==> config.mk <==
export PLATFORM = sky130hd
export DESIGN_NAME = vend_dispense_ctrl
export DESIGN_NICKNAME = d
export VERILOG_FILES = /design/src/rtl/vend_pkg.sv /design/src/rtl/vend_cycle_timer.sv /design/src/rtl/vend_dispense_ctrl.sv
export SDC_FILE = /design/constraint.sdc
export NUM_CORES = 1
export LEC_CHECK = 0
export BUFFER_PORTS_ARGS = -buffer_cell sky130_fd_sc_hd__buf_2
export CORE_UTILIZATION = 64
export DETAILED_ROUTE_END_ITERATION = 8
export GPL_ROUTABILITY_DRIVEN = 0
export PLACE_DENSITY = 0.93
export SLEW_MARGIN = 30
export SYNTH_ARGS = -nofsm -noshare
export SYNTH_HDL_FRONTEND = slang
export SYNTH_SLANG_ARGS = --single-unit
export TNS_END_PERCENT = 100
==> constraint.sdc <==
create_clock -name clk -period 3.86 [get_ports clk]
set_input_delay 0.193 -clock clk [delete_from_list [all_inputs] [get_ports clk]]
set_output_delay 0.193 -clock clk [all_outputs]
set_load 0.05 [all_outputs]
==> src/rtl/vend_pkg.sv <==
// Shared vending definitions: dispense FSM state encoding and default phase lengths,
// also used by the coin/credit FSM.
package vend_pkg;

  typedef enum logic [2:0] {
    S_IDLE   = 3'd0,
    S_MOTOR  = 3'd1,
    S_CHANGE = 3'd2,
    S_DOOR   = 3'd3,
    S_DONE   = 3'd4,
    S_FAULT  = 3'd5
  } vend_state_e;

  localparam int MOTOR_CYC_DEF  = 8;
  localparam int CHANGE_CYC_DEF = 4;
  localparam int DOOR_CYC_DEF   = 50_000_000;
  localparam int CW_DEF         = 26;

endpackage

==> src/rtl/vend_cycle_timer.sv <==
// Loadable down-counter that stops at zero; zero flags the last cycle of a phase.
module vend_cycle_timer #(
  parameter int CW = 26
) (
  input  logic          clk,
  input  logic          rst,
  input  logic          load,
  input  logic [CW-1:0] load_val,
  output logic          zero
);

  logic [CW-1:0] count;

  always_ff @(posedge clk) begin
    if (rst)                count <= '0;
    else if (load)          count <= load_val;
    else if (count != '0)   count <= count - CW'(1);
  end

  assign zero = (count == '0);

endmodule

==> src/rtl/vend_dispense_ctrl.sv <==
// Dispense sequencer: motor, optional change hopper, door unlock, then a done pulse.
// A jam during the motor phase latches a fault that only reset clears.
module vend_dispense_ctrl
  import vend_pkg::*;
#(
  parameter int MOTOR_CYC  = MOTOR_CYC_DEF,
  parameter int CHANGE_CYC = CHANGE_CYC_DEF,
  parameter int DOOR_CYC   = DOOR_CYC_DEF,
  parameter int CW         = CW_DEF
) (
  input  logic clk,
  input  logic rst,
  input  logic vend_req,
  input  logic vend_change,
  input  logic jam,
  output logic vend_ack,
  output logic motor_en,
  output logic change_en,
  output logic door_unlock,
  output logic busy,
  output logic done,
  output logic fault
);

  localparam logic [CW-1:0] MOTOR_LD  = CW'(MOTOR_CYC - 1);
  localparam logic [CW-1:0] CHANGE_LD = CW'(CHANGE_CYC - 1);
  localparam logic [CW-1:0] DOOR_LD   = CW'(DOOR_CYC - 1);

  vend_state_e   state, state_nx;
  logic          chg_q;
  logic          tmr_load, tmr_zero;
  logic [CW-1:0] tmr_val;
  logic          motor_d, change_d, door_d, busy_d, done_d, fault_d;

  // Held-off during reset so a request held across reset release is acked exactly once.
  assign vend_ack = (state == S_IDLE) && vend_req && !rst;

  vend_cycle_timer #(.CW(CW)) u_timer (
    .clk      (clk),
    .rst      (rst),
    .load     (tmr_load),
    .load_val (tmr_val),
    .zero     (tmr_zero)
  );

  always_ff @(posedge clk) begin
    if (rst) begin
      state       <= S_IDLE;
      chg_q       <= 1'b0;
      motor_en    <= 1'b0;
      change_en   <= 1'b0;
      door_unlock <= 1'b0;
      busy        <= 1'b0;
      done        <= 1'b0;
      fault       <= 1'b0;
    end else begin
      state       <= state_nx;
      if (vend_ack) chg_q <= vend_change;
      motor_en    <= motor_d;
      change_en   <= change_d;
      door_unlock <= door_d;
      busy        <= busy_d;
      done        <= done_d;
      fault       <= fault_d;
    end
  end

  always_comb begin
    state_nx = state;
    tmr_load = 1'b0;
    tmr_val  = '0;
    case (state)
      S_IDLE: begin
        if (vend_ack) begin
          state_nx = S_MOTOR;
          tmr_load = 1'b1;
          tmr_val  = MOTOR_LD;
        end
      end
      S_MOTOR: begin
        // Jam beats the normal exit, even on the final motor cycle.
        if (jam) begin
          state_nx = S_FAULT;
        end else if (tmr_zero) begin
          tmr_load = 1'b1;
          if (chg_q) begin
            state_nx = S_CHANGE;
            tmr_val  = CHANGE_LD;
          end else begin
            state_nx = S_DOOR;
            tmr_val  = DOOR_LD;
          end
        end
      end
      S_CHANGE: begin
        if (tmr_zero) begin
          state_nx = S_DOOR;
          tmr_load = 1'b1;
          tmr_val  = DOOR_LD;
        end
      end
      S_DOOR:  if (tmr_zero) state_nx = S_DONE;
      S_DONE:  state_nx = S_IDLE;
      S_FAULT: state_nx = S_FAULT;
      default: state_nx = S_IDLE;
    endcase
  end

  // Outputs are decoded from the next state and registered, so they align with the state.
  always_comb begin
    motor_d  = (state_nx == S_MOTOR);
    change_d = (state_nx == S_CHANGE);
    door_d   = (state_nx == S_DOOR);
    done_d   = (state_nx == S_DONE);
    fault_d  = (state_nx == S_FAULT);
    busy_d   = (state_nx != S_IDLE);
  end

endmodule
==> metrics.yaml <==
status: "finished, final reports clean"
seqCellArea_um2: 721
htree_levels: 2
worst_hold_path_class: "in2reg"
filler_cells_inserted: 191
netlist_area_um2: 1820
global_route.peak_usage_layer: "met2"
place.port_buffers: 11
synthDominantAreaCellType: "dfxtp_1"
placeableCoreArea_um2: 2590
initial_utilization: 0.704
layout.core_utilization: 0.750
row_count: 18
die_width_um: 55.4
ios: 12
nets: 224
cts_buffers: 5
area_delta_synth_final_pct: 6.52
post_synth_main_area_contributors: "dfxtp_1, a21oi_1, xnor2_1, xor2_1, nand2_1"
route.detailed.drc: 0
maxCapViolCount: 0
hpwl_um: 2840
post_cts_sizing_count: 0
synth.yosys.seq_area_share: 0.395
period_needed_ns: 2.55
finalSetupViolations: 0
synth-warning-count: 0
slew_viols_final: 0
global_route.usage.total: 0.287
worst_setup_hold_path_clk_slew_ns: 0.10
largest_net_degree_at_the_start_of_global_routing: 23
p_total_w: 0.00209
dieArea_um2: 3070
met1_usage: 0.315
unrepaired_setup_endpoints_after_global_routing: "no"
grt_use_met2: 0.470
synthDominantCellAreaShare: 0.395
fin_tns_setup_ns: 0
finalInstanceArea_um2: 1940
critical_path_arrival_ns: 2.78
num_vias: 1586
first_iter_violations: 88
power_density_nw_per_um2: 1080
y_dimension_of_the_die_um: 55.4
vdd_drop_max_mv: 0.793
timing.final.crit_share: 0.661
worstSetupPathType: "reg2reg"
placement.cell_area_um2: 1880
leakagePower_nw: 0.801
globalRouteMet3Util: 0.115
worstSkewPairLatency_ns: 0.35
routedWlPerCell_um: 16.0
post_synthesis_sequential_element_count: 36
hold_buffers: 0
finClkSkew_ns: 0.00621
hold_viol: 0
ant_nets: 0
antenna_cells_inserted: 0
average_cell_area_after_synthesis_um2: 8.76
tritoncts_clock_tree: "yes"
number_of_cells_produced_by_synthesis: 208
clk_root_buffer_cell: "clkbuf_4"
clockBufferDepth: 2
ys_types: 41
setup.worst_path.start_class: "flop"
relative_max_transition_margin: 0.490
grt_pass1_vias: 1612
grt_pass1_wl_um: 6830
post_cts_buffers: 0
drt_pass1_iterations: 4
path_max_fanout: 8
post_route_cells_drive_above_1_share: 0.160
fmaxAchievable_ghz: 0.392
grt_antenna_before_repair: 0
cp-end-kind: "flop"
cp_data_required_time_ns: 4.08
multiInputGateArea_um2: 1050
drt-total-wl_um: 3990
vias_per_instance: 6.37
post_syn_nets: 214
worstMarginPinSlew_ns: 0.758
tritoncts_num_sinks: 36
global_route.overflow_total: 0
-- critical path, cell delays in order, from the launching register on --
cell	delay, ns
dfxtp_1	0.34
inv_1	0.09
ha_1	0.18
nor3b_2	0.40
nand2_1	0.24
nor3_4	0.41
o2bb2ai_1	0.16
a221oi_2	0.48
a21oi_1	0.14
-- state kept, by name, summed over array words and instances (netlist names) --
| register | cells |
|---|---|
| fault | 1 |
| motor_en | 1 |
| change_en | 1 |
| u_timer.count | 26 |
| door_unlock | 1 |
| done | 1 |
| state | 3 |
| busy | 1 |
| chg_q | 1 |
-- placed cells by master (no fill, tap or decap), types with 3 or more instances in the layout --
cell type	synthesis	final
nor2_1	12	12
dfxtp_1	36	36
or3_1	8	8
nand3_1	3	3
nor3_1	17	17
mux2i_1	3	3
nand2_1	24	24
xnor2_1	11	11
o21ai_0	7	7
xor2_1	11	11
nor4_1	7	7
nor4_2	3	3
a21oi_1	24	23
clkbuf_4	0	5
buf_2	2	11
inv_1	4	4
-- power by group --
| group | leakage (nW) | switching (W) | internal [W] |
|---|---|---|---|
| Clock | 0.0326 | 0.000120 | 0.0000898 |
| Combinational | 0.474 | 0.000712 | 0.000503 |
| Sequential | 0.294 | 0.000164 | 0.000501 |
-- logic make-up (layout without fill, tap and decap cells) --
family,Yosys count,after routing,synth area share
XOR/XNOR,22,22,0.106
adder cells (fa/ha/maj),1,1,0.00686
buffers and inverters,12,23,0.0302
flip-flops,36,36,0.395
multiplexers,3,3,0.0165
AO/OA/AOI/OAI,39,39,0.122
AND/OR/NAND/NOR,95,95,0.323
-- final cells by class --
type | instances | share of cell area
inverter | 4 | 0.00773
timing repair buffer | 11 | 0.0284
multi-input combinational | 160 | 0.543
clock buffer | 8 | 0.0303
tap | 30 | 0.0193
sequential | 36 | 0.371
-- final timing paths --
path	startpoint	to	slack, ns	cells after the start
worst max-delay path	u_timer.count[0]$_SDFFE_PP0P_	busy$_SDFF_PP0_	1.31	8
worst min-delay path	vend_change	chg_q$_SDFFE_PP0P_	0.09	3
worst max register to register	u_timer.count[0]$_SDFFE_PP0P_	busy$_SDFF_PP0_	1.31	8
worst min register to register	chg_q$_SDFFE_PP0P_	chg_q$_SDFFE_PP0P_	0.57	2
-- layer usage --
metal	part of all wire	up-vias
met3	0.053	15
met4	0.029	0
met5	0	-
li1	-	763
met2	0.51	55
met1	0.41	753
-- cells in the mapped netlist (all sizes together) --
master    n
xor2     11
nor3b     1
or2       2
o21ai     8
buf       3
nand2b    2
ha        1
dfxtp    36
or3b      1
mux2i     3
o31a      1
a221oi    1
or4       1
a21o      2
nand4     2
inv       4
or4b      1
o211ai    1
nor2     13
and2      1
or3       8
a21oi    24
xnor2    11
and4bb    1
nor3     19
or2b      1
o2bb2ai   1
nor2b     2
nand3     3
a211oi    1
nor4     12
nand2    24
nand4b    1
clkbuf    5
-- per-stage QoR --
step	setup WS (ns)	hold slack, ns	instances
CTS	1.32	0.0904	249
detailed placement	1.34	0.453	241
finish	1.31	0.0897	249
floorplan	1.66	0.337	208
global route	1.05	0.0865	249
global placement	1.52	0.428	241
No activity file was read; power rests on OpenSTA's default activity.
